`src/rtl/instr_fetch_ctrl_pkg.sv`:
```
// Shared definitions for the instruction fetch controller: reset PC default,
// NOP word, FIFO entry layout and the redirect cause reserved for the exception unit.
package instr_fetch_ctrl_pkg;

   localparam logic [31:0] RESET_PC_DEFAULT = 32'h0000_0000;
   localparam logic [31:0] NOP_WORD         = 32'h0000_0000;

   typedef enum logic [1:0] {
      REDIR_NONE      = 2'd0,
      REDIR_BRANCH    = 2'd1,
      REDIR_JUMP      = 2'd2,
      REDIR_EXCEPTION = 2'd3
   } redirect_cause_e;

   typedef struct packed {
      logic [31:0] pc;
      logic [31:0] instr;
   } fetch_entry_t;

endpackage

```
`src/rtl/instr_fetch_ctrl_fetch_fifo.sv`:
```
// DEPTH x 64-bit synchronous prefetch FIFO; clear overrides push and pop.
module fetch_fifo #(
   parameter int unsigned DEPTH = 4
) (
   input  logic                     clk,
   input  logic                     reset,
   input  logic                     clear,
   input  logic                     push,
   input  logic                     pop,
   input  logic [63:0]              wdata,
   output logic [$clog2(DEPTH):0]   count,
   output logic                     valid,
   output logic [63:0]              head
);

   localparam int unsigned PW = $clog2(DEPTH);
   localparam logic [PW:0] FULL_CNT = (PW+1)'(DEPTH);

   logic [PW-1:0] wr_ptr_q, wr_ptr_d;
   logic [PW-1:0] rd_ptr_q, rd_ptr_d;
   logic [PW:0]   count_q,  count_d;
   logic [63:0]   mem_q [DEPTH];
   logic [63:0]   mem_d [DEPTH];
   logic          push_ok, pop_ok;

   always_comb begin
      pop_ok  = pop & (count_q != '0);
      push_ok = push & ((count_q != FULL_CNT) | pop_ok);

      wr_ptr_d = wr_ptr_q;
      rd_ptr_d = rd_ptr_q;
      count_d  = count_q;
      for (int unsigned i = 0; i < DEPTH; i++) begin
         mem_d[i] = mem_q[i];
      end

      if (clear) begin
         wr_ptr_d = '0;
         rd_ptr_d = '0;
         count_d  = '0;
      end else begin
         if (push_ok) begin
            mem_d[wr_ptr_q] = wdata;
            wr_ptr_d        = wr_ptr_q + 1'b1;
         end
         if (pop_ok) begin
            rd_ptr_d = rd_ptr_q + 1'b1;
         end
         case ({push_ok, pop_ok})
            2'b10:   count_d = count_q + 1'b1;
            2'b01:   count_d = count_q - 1'b1;
            default: count_d = count_q;
         endcase
      end
   end

   always_ff @(posedge clk or negedge reset) begin
      if (!reset) begin
         wr_ptr_q <= '0;
         rd_ptr_q <= '0;
         count_q  <= '0;
         for (int unsigned i = 0; i < DEPTH; i++) begin
            mem_q[i] <= '0;
         end
      end else begin
         wr_ptr_q <= wr_ptr_d;
         rd_ptr_q <= rd_ptr_d;
         count_q  <= count_d;
         for (int unsigned i = 0; i < DEPTH; i++) begin
            mem_q[i] <= mem_d[i];
         end
      end
   end

   assign count = count_q;
   assign valid = (count_q != '0);
   assign head  = mem_q[rd_ptr_q];

endmodule

```
`src/rtl/instr_fetch_ctrl.sv`:
```
// IF-stage sequencer: owns the fetch PC, fills the prefetch FIFO from the
// combinational ROM and hands {pc, instr} to decode over valid/ready.
module instr_fetch_ctrl
   import instr_fetch_ctrl_pkg::*;
#(
   parameter int unsigned DEPTH    = 4,
   parameter logic [31:0] RESET_PC = RESET_PC_DEFAULT,
   parameter int unsigned ROM_BIT  = 7
) (
   input  logic                     clk,
   input  logic                     reset,
   output logic [31:0]              rom_addr,
   input  logic [31:0]              rom_data,
   input  logic                     redirect,
   input  logic [31:0]              redirect_pc,
   output logic                     out_valid,
   input  logic                     out_ready,
   output logic [31:0]              out_instr,
   output logic [31:0]              out_pc,
   output logic [31:0]              out_pc_plus4,
   output logic [$clog2(DEPTH):0]   fifo_count
);

   localparam int unsigned PW = $clog2(DEPTH);
   localparam logic [PW:0] FULL_CNT = (PW+1)'(DEPTH);

   if (DEPTH < 2 || (DEPTH & (DEPTH - 1)) != 0) begin : g_bad_depth
      $error("instr_fetch_ctrl: DEPTH must be a power of 2 and >= 2");
   end
   if (ROM_BIT < 1 || ROM_BIT > 30) begin : g_bad_rom_bit
      $error("instr_fetch_ctrl: ROM_BIT out of range");
   end

   logic [31:0]  fetch_pc_q, fetch_pc_d;
   logic         push, pop;
   logic         fifo_valid;
   logic [63:0]  fifo_head;
   fetch_entry_t wr_entry, head_entry;
   logic         unused_pc_bits;

   assign unused_pc_bits = ^redirect_pc[1:0];

   always_comb begin
      pop  = fifo_valid & out_ready;
      push = ~redirect & ((fifo_count != FULL_CNT) | pop);

      wr_entry.pc    = fetch_pc_q;
      wr_entry.instr = rom_data;

      fetch_pc_d = fetch_pc_q;
      if (redirect) begin
         fetch_pc_d = {redirect_pc[31:2], 2'b00};
      end else if (push) begin
         fetch_pc_d = fetch_pc_q + 32'd4;
      end
   end

   always_ff @(posedge clk or negedge reset) begin
      if (!reset) begin
         fetch_pc_q <= RESET_PC;
      end else begin
         fetch_pc_q <= fetch_pc_d;
      end
   end

   // Redirect drives clear, which discards any same-cycle push or pop inside the FIFO.
   fetch_fifo #(
      .DEPTH (DEPTH)
   ) u_fetch_fifo (
      .clk   (clk),
      .reset (reset),
      .clear (redirect),
      .push  (push),
      .pop   (pop),
      .wdata (wr_entry),
      .count (fifo_count),
      .valid (fifo_valid),
      .head  (fifo_head)
   );

   always_comb begin
      head_entry   = fifo_head;
      rom_addr     = fetch_pc_q;
      out_valid    = fifo_valid;
      out_instr    = NOP_WORD;
      out_pc       = '0;
      out_pc_plus4 = '0;
      if (fifo_valid) begin
         out_instr    = head_entry.instr;
         out_pc       = head_entry.pc;
         out_pc_plus4 = head_entry.pc + 32'd4;
      end
   end

endmodule

```
`config.mk`:
```
export PLATFORM = sky130hd
export DESIGN_NAME = instr_fetch_ctrl
export DESIGN_NICKNAME = d
export VERILOG_FILES = /design/src/rtl/instr_fetch_ctrl_pkg.sv /design/src/rtl/instr_fetch_ctrl_fetch_fifo.sv /design/src/rtl/instr_fetch_ctrl.sv
export SDC_FILE = /design/constraint.sdc
export NUM_CORES = 1
export LEC_CHECK = 0
export CAP_MARGIN = 5
export CORE_UTILIZATION = 45
export CTS_BUF_LIST = sky130_fd_sc_hd__clkbuf_16
export CTS_CLUSTER_DIAMETER = 120
export DETAILED_ROUTE_END_ITERATION = 12
export PLACE_DENSITY = 0.71
export SKIP_LAST_GASP = 1
export SLEW_MARGIN = 5
export SYNTH_ARGS = -nofsm -noshare
export SYNTH_HDL_FRONTEND = slang
export SYNTH_SLANG_ARGS = --single-unit
```
`constraint.sdc`:
```
create_clock -name clk -period 2.8 [get_ports clk]
set_input_delay 0.42 -clock clk [delete_from_list [all_inputs] [get_ports clk]]
set_output_delay 0.42 -clock clk [all_outputs]
set_load 0.1 [all_outputs]
```
## After elaboration in Yosys (flattened, before gate mapping)

Cells that the tools add are included.

| storage, ports and cells | value |
|---|---|
| output and inout port bits | 132 |
| input port bits | 68 |
| flip-flop bits (word level) | 295 |
| word-level logic and storage cells | 53 |

| operators by class | value |
|---|---|
| reductions and logical operators | 7 |
| eq/ne operators | 3 |
| mux-type cells | 17 |
| bitwise logic cells | 9 |
| add/sub/neg operators | 6 |
| $lt $le $gt $ge | 3 |

Operators by type and width:

| kind | number |
|---|---|
| bitwise mux 256 bit | 1 |
| 2-to-1 mux 64 bit | 3 |
| 2-to-1 mux 32 bit | 5 |
| binary-select mux 64 bit (select 2 bit) | 1 |
| demux 64 bit (select 2 bit) | 1 |
| adder 32 x 3 -> 32 bit (second input constant) | 2 |
| 2-to-1 mux 2 bit | 4 |
| >= comparator 3 bit (second input constant) | 2 |
| inverter 2 -> 3 bit | 2 |
| case mux 3 bit (2 select lines) | 1 |
| nonzero test 2 bit | 3 |
| nonzero test 3 bit | 2 |
| adder 2 x 1 -> 2 bit (second input constant) | 2 |
| bitwise AND 1 bit | 4 |
| adder 3 x 1 -> 3 bit (second input constant) | 1 |
| less-than comparator 3 x 1 -> 1 bit (second input constant) | 1 |
| 2-to-1 mux 3 bit | 1 |
| inequality test 3 bit (second input constant) | 1 |
| subtractor 3 x 1 -> 3 bit (second input constant) | 1 |
| equality test 2 x 1 -> 1 bit (second input constant) | 1 |
| equality test 2 bit (second input constant) | 1 |
| bitwise OR 1 bit | 2 |
| AND reduction 2 bit | 1 |
| logical AND 1 bit | 1 |
| inverter 1 bit | 1 |

## Logic depth before layout (Yosys ltp)

Gate-level depths: netlist of run 1.

| depth | value |
|---|---|
| word-level depth | 8 |
| gate-level depth with buffers | 9 |
| depth with buffers taken out | 8 |

## Cells and area by module

A second synthesis of run 1 with hierarchy kept.

| unflattened totals | value |
|---|---|
| cells, all modules | 1070 |
| area, all modules | 15801.4 um^2 |

Modules (own cells, without submodules):

| module | instances | area each (um^2) | cells each | seq. area each (um^2) |
|---|---|---|---|---|
| fetch_fifo | 1 | 12877.4 | 685 | 6581.3 |
| instr_fetch_ctrl | 1 | 2924.1 | 385 | 750.7 |

## Worst setup path before layout of run 1

OpenSTA, ideal clock, no wires.

| path | value |
|---|---|
| path type | register -> output |
| start | reg u_fetch_fifo.rd_ptr_q[0] |
| end | out out_pc_plus4[23] |
| arrival | 3528 ps |
| buffers on the path | 3 |
| path slack | -1148 ps |
| cell stages (with the launch flop) | 9 |
| data required time | 2380 ps |
| cells stage by stage | dfrtp_1 buf_6 buf_12 mux4_2 inv_1 or4_1 buf_6 or3_1 a21oi_1 |

| on the way | value |
|---|---|
| longest elaborated chain between the ends | 6 |

RTL lines:

| element | RTL line | RTL |
|---|---|---|
| start, declared | instr_fetch_ctrl_fetch_fifo.sv:20 | `logic [PW-1:0] rd_ptr_q, rd_ptr_d;` |
| start signal, assigned | instr_fetch_ctrl_fetch_fifo.sv:67 | `rd_ptr_q <= rd_ptr_d;` |
| inverter 2 -> 3 bit (implied by the code) | instr_fetch_ctrl_fetch_fifo.sv:77 | `assign head = mem_q[rd_ptr_q];` |
| binary-select mux 64 bit (select 2 bit) | instr_fetch_ctrl_fetch_fifo.sv:77 |  |
| 2-to-1 mux 64 bit (implied by the code) (2 in a row) | instr_fetch_ctrl_fetch_fifo.sv:77 |  |
| adder 32 x 3 -> 32 bit | instr_fetch_ctrl.sv:91 | `out_pc_plus4 = head_entry.pc + 32'd4;` |
| 2-to-1 mux 32 bit | instr_fetch_ctrl.sv:88 | `if (fifo_valid) begin` |
| end, declared | instr_fetch_ctrl.sv:20 | `output logic [31:0] out_pc_plus4,` |

Every way passes these cells. The select of a mux whose other input is x is not followed.

## Worst setup path in the final report of run 1

| path | value |
|---|---|
| start | reg u_fetch_fifo.rd_ptr_q[0] |
| end | out out_pc_plus4[31] |

The elaborated chain is that of the path after synthesis.

==> impl_metrics.csv, run 1 <==
group,metric,value,unit
route,vias,9616,
clocking,clock_path_buffers,3,
critical_path,crit_fanout,10,
floorplanning,pin_count,200,
floorplanning,start_util,0.458,
place,dp_hpwl,24900,um
sta,finalSetupViolCount,69,
critical_path,timing.rr.start,"rom_addr[10]$_DFFE_PN0N_",
finish,regArea,0.00715,mm^2
finish,final_cell_mix,"dfrtp_1 (272), mux2_2 (248), buf_4 (112), buf_12 (108), clkdlybuf4s50_1 (63)",
synth,synth_top_area_cell,"dfrtp_1",
route,wl,36500,um
sta,fin_ws,-0.950,ns
finish,post-route-util,0.635,
finish,syn_to_final_growth,38.8,%
clocking,cts_sinks,285,
critical_path,cp_top_family,"simple AND/OR/NAND/NOR gates",
grt,grt_pass1_vias,10300,
sta,max_freq,267,MHz
critical_path,worstPathArrival,3.33,ns
critical_path,crit_top_cell,"buf_12",
route,first_pass_iters,4,
finish,drive_gt1_frac,0.526,
critical_path,end_kind,"output port",
critical_path,crit_chain,"mux4_2, nand4_1, or4_4, buf_12, nor3_4, buf_6, mux2_4, buf_12",
finish,n_fill_cell,2260,
clocking,cts_buffers,30,
hold_path,min_from,"redirect",
hold_path,holdPathStages,3,
sta,finClkSkew,0.0168,ns
critical_path,worst_ep_required_time,2.38,ns
synth,ys_seq_area_frac,0.509,
sta,maxSlewHeadroom,0.508,
sta,rsz0062_at_grt,"yes",
synth,yosys_warnings,0,
synth,synth.distinct_cells,44,
clocking,clk_pin_slew_worst_paths,0.06,ns
clocking,clock_latency,0.55,ns
route,antenna_left,0,
critical_path,cp.depth,8,
finish,design_area,0.0194,mm^2
route,wl_per_cell,21.2,um
synth,yosysTopAreaCellShare,0.509,
finish,multi_input_area,0.00691,mm^2
critical_path,crit_type,"flip-flop to output port",
clocking,clock-root-buffer,"clkbuf_16",
sta,worstMarginPinSlew,0.731,ns
grt,grt_pass1_wl,58300,um
synth,syn-cell-area,0.0140,mm^2
route,dr.first_iter.drc_count,501,
synth,synth_area_leaders,"dfrtp_1 (51%), mux2_2 (21%), mux4_2 (8.7%)",
run,drv_cap,0,
critical_path,cp_num_buf_inv,3,
finish,layout_commonest_cell,"dfrtp_1",
place,place_congestion,0.847,
critical_path,cpPeakStageDelay,0.62,ns
route,vias_per_cell,5.57,
grt,grt_start_max_net_pins,82,
critical_path,r2r_cells,5,
sta,post-route-min-period,3.75,ns
sta,slew_viol_final,0,
floorplanning,die_w,178,um
floorplanning,row_count,64,
synth,async_flop_share,1.00,
status,violations,"negative setup slack",
critical_path,crit_slowest_cell,"or4_4",
critical_path,cp-start-kind,"flip-flop",
synth,ys_seq_elements,285,
clocking,htreeDepth,1,
critical_path,critPathLaunch,"u_fetch_fifo.rd_ptr_q[0]$_DFFE_PN0P_",
synth,synthCells,1050,
floorplanning,die_h,178,um
synth,synth-main-ff-cell,"dfrtp_1",
sta,whs,0.352,ns
floorplanning,core_area,0.0306,mm^2
grt,antenna_found_initial,2,
clocking,cts_tree,"yes",
floorplanning,die_area,0.0318,mm^2
finish,nNetsFinal,1378,
status,outcome,"finished, violations left",
synth,synth_edf_count,0,
sta,min_period_over_period,1.34,
route,drc,0,
place,portBuffers,191,
sta,finalHoldViolations,0,
grt,grt.total_usage,0.238,
hold_path,hold_path.class,"input port to flip-flop",
grt,grt_overflow,0,
place,place_area,0.0180,mm^2
synth,syn_avg_cell_area,13.3,um^2
==> metrics by stage <==
stage | TNS (ns) | std cells | setup WS [ns]
floorplan | -0.720 | 1055 | -0.276
global placement | -3.96 | 1655 | -0.415
detailed placement | -4.79 | 1655 | -0.403
CTS | -27.45 | 1719 | -0.894
global route | -33.41 | 1724 | -0.996
finish | -26.72 | 1725 | -0.950
==> per-layer routing <==
layer | part of all wire | global-route usage
met1 | 0.43 | 0.324
met2 | 0.50 | 0.399
met3 | 0.050 | 0.0318
met4 | 0.026 | 0.0703
met5 | 0 | 0
==> Yosys cell counts (all sizes together) (16+ instances only) <==
master,n
xor2,20
clkbuf,54
nand3,22
nand2,48
nor3,16
o21ai,33
xnor2,20
dfrtp,285
and2,61
mux4,62
nor2,44
mux2,262
buf,27
==> cell families after synthesis <==
group	share of synthesized area
muxes	0.313
adders and majority gates	0.00679
DFF	0.509
AOI/OAI and AO/OA	0.0164
buffers and inverters	0.0315
other	0.000268
and+or+nand+nor	0.0972
xor gates and xnor gates	0.0250
==> registers in the layout, indices dropped and copies added, names as in the netlist <==
register	count
u_fetch_fifo.count	3
u_fetch_fifo.wr_ptr_q	2
u_fetch_fifo.rd_ptr_q	2
u_fetch_fifo.mem_q	248
rom_addr	30
==> worst register-to-register path, cell delays in order (launching register included) <==
cell and delay [ns]:
dfrtp_2 0.49, nand4_2 0.21, or2_2 0.35, or4_1 0.60, or4_1 0.54, a31oi_1 0.18
==> worst paths after layout <==
check	slack (ns)	endpoint
setup / recovery	-0.95	out_pc_plus4[31]
hold / removal	0.35	rom_addr[28]$_DFFE_PN0N_
setup reg to reg	0.37	rom_addr[31]$_DFFE_PN0N_
hold reg to reg	0.50	u_fetch_fifo.mem_q[29]$_DFFE_PN0P_
max in group asynchronous	1.48	rom_addr[14]$_DFFE_PN0N_
min in group asynchronous	0.44	u_fetch_fifo.mem_q[199]$_DFFE_PN0P_
==> final cells by class <==
class / count / area share
timing repair buffer: 297 / 0.195
antenna: 2 / 0.000258
inverter: 13 / 0.00264
multi-input combinational: 676 / 0.356
clock buffer: 30 / 0.0386
clock inverter: 26 / 0.0144
tap: 396 / 0.0255
sequential: 285 / 0.368
==> repair_timing <==
item	4_1_cts	5_1_grt
resized for setup	56	17
hold endpoints to repair	70	0
gates cloned	0	0
hold buffers	1	0
buffers inserted	8	4
pin swaps	12	10
endpoints found under the setup margin	80	90
Power of run 1 is left out: the tool's default activity adds up to more than one toggle a clock period on the data nets, which glitch-free logic cannot reach.
==> run 2, diff against run 1 <==
--- a/config.mk
+++ b/config.mk
@@ -6,11 +6,11 @@
 export NUM_CORES = 1
 export LEC_CHECK = 0
 export CAP_MARGIN = 5
-export CORE_UTILIZATION = 45
+export CORE_UTILIZATION = 55
 export CTS_BUF_LIST = sky130_fd_sc_hd__clkbuf_16
 export CTS_CLUSTER_DIAMETER = 120
 export DETAILED_ROUTE_END_ITERATION = 12
-export PLACE_DENSITY = 0.71
+export PLACE_DENSITY = 0.83
 export SKIP_LAST_GASP = 1
 export SLEW_MARGIN = 5
 export SYNTH_ARGS = -nofsm -noshare
==> run 2 against run 1 <==
Effect of this change:
- the flow still finishes with violations (negative setup slack)
- flip-flop and latch count is the same
- clock skew shrank 0.0073 ns
- fmax grew 2.8%
- final cell count shrank 4.3%
- hold slack lost 0.051 ns
- sequential share of layout area grew 0.49 points
- register-to-register slack lost 0.04 ns
- routed wire length grew 1.2%
- critical endpoint is now out_pc_plus4[28]
- largest cell class unchanged
==> impl_metrics.csv, run 2 (synthesis gave the netlist of run 1 again) <==
group,metric,value,unit
floorplanning,row_count,58,
critical_path,endpoint,"out_pc_plus4[28]",
critical_path,worstPathArrival,3.23,ns
floorplanning,start_util,0.559,
clocking,clock-root-buffer,"clkbuf_16",
clocking,clock_path_buffers,3,
route,wl_per_cell,22.4,um
sta,slew_viol_final,0,
clocking,cts_sinks,285,
grt,grt.total_usage,0.289,
sta,post-route-min-period,3.65,ns
critical_path,r2r_end,"rom_addr[28]$_DFFE_PN0N_",
sta,finalHoldViolations,0,
floorplanning,die_h,162,um
critical_path,cpPeakStageDelay,0.58,ns
status,violations,"negative setup slack",
run,drv_cap,0,
finish,syn_to_final_growth,37.0,%
finish,largest_register_ffs,248,
place,place_congestion,0.844,
critical_path,crit_fanout,10,
critical_path,crit_slowest_cell,"or4_4",
critical_path,cp-start-kind,"flip-flop",
sta,min_period_over_period,1.30,
critical_path,worst_ep_required_time,2.38,ns
sta,max_freq,274,MHz
route,dr.first_iter.drc_count,660,
critical_path,critPathLaunch,"u_fetch_fifo.rd_ptr_q[0]$_DFFE_PN0P_",
place,portBuffers,191,
grt,grt_pass1_vias,10600,
critical_path,cp.depth,7,
critical_path,end_kind,"output port",
finish,final_cell_mix,"dfrtp_1 (272), mux2_2 (248), buf_4 (113), buf_12 (107), clkdlybuf4s50_1 (63)",
floorplanning,core_area,0.0250,mm^2
clocking,clk_pin_slew_worst_paths,0.06,ns
sta,fin_tns_setup,-24.47,ns
critical_path,cp_top_family,"simple AND/OR/NAND/NOR gates",
sta,finClkSkew,0.00949,ns
grt,grt_overflow,0,
critical_path,r2r_cells,5,
route,vias_per_cell,5.94,
sta,worstMarginPinSlew,0.679,ns
finish,drive_gt1_frac,0.528,
route,drc,0,
finish,n_fill_cell,1417,
clocking,htreeDepth,1,
place,dp_hpwl,23800,um
sta,maxSlewHeadroom,0.547,
critical_path,reg2reg_slack,0.33,ns
floorplanning,die_w,162,um
sta,fin_ws,-0.847,ns
critical_path,crit_type,"flip-flop to output port",
route,wl,36900,um
route,antenna_left,0,
sta,finalSetupViolCount,67,
critical_path,cp_num_buf_inv,2,
clocking,cts_buffers,29,
grt,antenna_found_initial,2,
critical_path,crit_chain,"mux4_2, nand4_1, or4_4, buf_12, nor4_4, mux2_4, buf_12",
finish,nNetsFinal,1373,
hold_path,hold_path.class,"input port to flip-flop",
status,outcome,"finished, violations left",
floorplanning,die_area,0.0261,mm^2
finish,largest_register,"u_fetch_fifo.mem_q",
grt,grt_start_max_net_pins,89,
grt,grt_pass1_wl,58400,um
sta,rsz0062_at_grt,"yes",
route,vias,9815,
finish,layout_commonest_cell,"dfrtp_1",
route,first_pass_iters,5,
floorplanning,pin_count,200,
critical_path,timing.rr.start,"rom_addr[9]$_DFFE_PN0N_",
clocking,cts_tree,"yes",
critical_path,crit_top_cell,"buf_12",
clocking,clock_latency,0.54,ns
## run 2: cell types whose count changed in the layout (fill, tap and decap cells not counted), moves of 3 or more
cell       change
nor4_4         +3
buf_6          -7
and3_4         -5
and3_2         +4
xnor2_2        +3
nor4_2         -3
bufinv_16      -6
nor3_1         -4
## run 2: how the worst min path moves through the flow
| stage | start | endpoint | slack, ns | cells past startpoint |
|---|---|---|---|---|
| after global placement | reset | u_fetch_fifo.mem_q[133]$_DFFE_PN0P_ | 0.48 | 1 |
| after CTS | redirect | rom_addr[31]$_DFFE_PN0N_ | 0.27 | 3 |
| after global routing | redirect | rom_addr[31]$_DFFE_PN0N_ | 0.31 | 3 |
| after detailed placement | reset | u_fetch_fifo.mem_q[197]$_DFFE_PN0P_ | 0.48 | 1 |
| final | redirect | rom_addr[31]$_DFFE_PN0N_ | 0.30 | 3 |
| after floorplan | reset | rom_addr[10]$_DFFE_PN0N_ | 0.12 | 0 |
## run 2: final cells by class
type                       count  area (um^2)  share of cell area
antenna                        2         5.00            0.000261
clock buffer                  29          726              0.0378
clock inverter                23          109             0.00568
inverter                      13         51.3             0.00268
multi-input combinational    677         6960               0.363
sequential                   285         7150               0.373
tap                          330          413              0.0215
timing repair buffer         292         3760               0.196
## run 2: worst register-to-register path: stages (launching register included)
cell     delay, ns
dfrtp_2       0.50
nand4_2       0.21
or4_1         0.70
or4_1         0.47
or3_1         0.34
a31oi_1       0.18
## run 2: metal layers
layer | up-vias | track usage | share of wire
met3 | 74 | 0.0565 | 0.070
met4 | 2 | 0.113 | 0.031
met1 | 5076 | 0.373 | 0.39
met2 | 404 | 0.484 | 0.51
met5 | - | 0 | 0.00035
li1 | 4259 | - | -
## run 2: stage by stage
step / instance area, um^2 / utilization / cells / hold WS [ns] / setup slack, ns
3_3_place_gp: 17800 / 0.712 / 1579 / 0.478 / -0.234
2_1_floorplan: 14300 / - / 1055 / 0.124 / -0.276
6_report: 19200 / 0.766 / 1651 / 0.301 / -0.847
4_1_cts: 19100 / 0.763 / 1647 / 0.274 / -0.791
3_5_place_dp: 17800 / 0.712 / 1579 / 0.477 / -0.304
5_1_grt: 19200 / 0.766 / 1649 / 0.309 / -0.900
## run 2: what timing repair did
action / 4_1_cts / 5_1_grt
hold buffers: 1 / 0
endpoints found under the setup margin: 73 / 85
hold endpoints to repair: 82 / 0
pin swaps: 15 / 12
resized for setup: 59 / 19
buffers inserted: 13 / 4
cloned: 2 / 0
Power of run 2 is left out for the same reason.
==> RTL change, RTL diff (settings of run 2) <==
`DEPTH` is set to 4 in 2 places; all go to 8.
--- a/src/rtl/instr_fetch_ctrl_fetch_fifo.sv
+++ b/src/rtl/instr_fetch_ctrl_fetch_fifo.sv
@@ -2,3 +2,3 @@
 module fetch_fifo #(
-   parameter int unsigned DEPTH = 4
+   parameter int unsigned DEPTH = 8
 ) (
--- a/src/rtl/instr_fetch_ctrl.sv
+++ b/src/rtl/instr_fetch_ctrl.sv
@@ -5,3 +5,3 @@
 #(
-   parameter int unsigned DEPTH    = 4,
+   parameter int unsigned DEPTH    = 8,
    parameter logic [31:0] RESET_PC = RESET_PC_DEFAULT,
Interface: changed (resized fifo_count); port bits go from 200 to 201. No check against the original RTL was run, so the function may have changed too.
==> RTL change against run 2 <==
  * Synthesized area rose by 82%
  * Sequential cell count is 251 higher
  * Clock skew is 0.019 ns higher
  * Final area rose by 78%
  * Worst setup slack got worse by 0.43 ns
  * The run still ends with setup timing left
  * Routed wire length is 100% higher
  * Register-to-register slack worse by 0.05 ns
  * Synthesized cell count grew 74%
Power is not shown: default switching activity piles up to over one toggle a cycle in this logic, so the estimate is an artifact.
==> RTL change: results (changes against run 2) <==
| Metric | Value |
|---|---|
| Status | finished with violations (unchanged) |
| Failing checks | setup timing (unchanged) |
| DR WL met2 | 38200 microns (was 18700 microns) |
| Number of port buffers | 192 (was 191) |
| Gpl congestion | 0.872 (was 0.844) |
| First-iteration detailed-routing DRC count | 1301 (was 660) |
| Commonest cells post-synth | dfrtp_1 (536), mux2_2 (498), nand2_1 (143) (was dfrtp_1 (285), mux2_2 (259), and2_1 (61)) |
| Share of post-route cells with drive strength above 1 | 0.583 (was 0.528) |
| # diodes | 0 (was 2) |
| Slowest cell on crit path | dfrtp_4 (was or4_4) |
| Data arrival time of the worst path | 3.66 ns (was 3.23 ns) |
| GR Layer Usage met2 | 0.516 (was 0.484) |
| Drt first pass iters | 7 (was 5) |
| WL met1 | 29100 microns (was 14500 microns) |
| Setup WS post-layout | -1.28 ns (was -0.847 ns) |
| Vias | 17700 (was 9815) |
| Area contributors post-synth | dfrtp_1 (53%), mux2_2 (22%), mux4_2 (8.7%) (was dfrtp_1 (51%), mux2_2 (21%), mux4_2 (8.7%)) |
| Met3 wire length | 5390 microns (was 2590 microns) |
| Non-filler cells, final | 2814 (was 1651) |
| Drt total wl | 75700 microns (was 36900 microns) |
| Vias in the first global route | 19200 (was 10600) |
| Final #Nets | 2243 (was 1373) |
| Max FFs per register | 496 (was 248) |
| Gr usage total | 0.307 (was 0.289) |
| CTS H-tree lvls | 2 (was 1) |
| Post-synth cell types | 60 (was 44) |
| CTS buffer count | 54 (was 29) |
| Setup Viol. Count Final | 91 (was 67) |
| Met1 Use GR | 0.392 (was 0.373) |
| FF+latch area | 13400 sq um (was 7150 sq um) |
| Filler Cells Inserted | 2469 (was 1417) |
| # Post-CTS Setup Buffers | 47 (was 13) |
| Post-synth top flop | dfrtp_1 (unchanged) |
| Clk_lat worst skew | 0.62 ns (was 0.54 ns) |
| First-pass GRT wire length | 111000 microns (was 58400 microns) |
| GRT met3 Usage | 0.0588 (was 0.0565) |
| CTS resizes | 110 (was 59) |
| Post-DP HPWL | 43500 microns (was 23800 microns) |
| Sequential area share after synthesis | 0.527 (was 0.509) |
| Crit Path Max Fanout | 9 (was 10) |
| Cells after Synth | 1827 (was 1050) |
| Setup TNS | -47.61 ns (was -24.47 ns) |
| Pin count of the biggest net entering global routing | 74 (was 89) |
| Clock Skew | 0.0288 ns (was 0.00949 ns) |
| Initial antenna violation count | 3 (was 2) |
RTL change: cell count changes after synthesis, sizes merged, moves of 8 or more:
cell | run 2 | this run
a21oi | 7 | 39
a22oi | 0 | 9
and2 | 61 | 13
buf | 27 | 54
clkbuf | 54 | 97
dfrtp | 285 | 536
mux2 | 262 | 502
mux2i | 1 | 39
mux4 | 62 | 113
nand2 | 48 | 145
nor2 | 44 | 76
nor2b | 1 | 9
o21ai | 33 | 45
xnor2 | 20 | 29
RTL change: cell type report:
cell class,instances,area share
multi-input cells,1138,0.371
inverters,7,0.000951
flip-flops and latches,536,0.393
well taps,600,0.0219
clock inverters,47,0.0145
repair buffers,432,0.159
clock buffers,54,0.0395
RTL change: path summary, 6_finish.rpt:
| path | startpoint | end | slack (ns) | depth (start not counted) |
|---|---|---|---|---|
| max | u_fetch_fifo.rd_ptr_q[1] | out_pc_plus4[31] | -1.28 | 12 |
| min | redirect | u_fetch_fifo.count[0] | 0.17 | 2 |
| max reg2reg | rom_addr[7] | rom_addr[29] | 0.28 | 9 |
| min reg2reg | u_fetch_fifo.mem_q[270] | u_fetch_fifo.mem_q[270] | 0.50 | 1 |
| max in group asynchronous | reset | u_fetch_fifo.mem_q[66] | 1.39 | 4 |
| min in group asynchronous | reset | rom_addr[13] | 0.37 | 2 |
RTL change: logic make-up after synthesis:
logic type                 after synthesis  synth area share
AOI/OAI and AO/OA                      102            0.0225
adders and majority gates                7           0.00334
DFF                                    536             0.527
xor gates and xnor gates                54            0.0186
buffers and inverters                  158            0.0313
muxes                                  654             0.340
other                                    1          0.000147
and+or+nand+nor                        315            0.0574
RTL change: through the flow:
stage	worst slack (ns)	area, sq um
global placement	-0.477	30900
floorplan	-0.655	26400
finish	-1.28	34200
detailed placement	-0.558	30900
global route	-1.25	34200
CTS	-1.07	33500
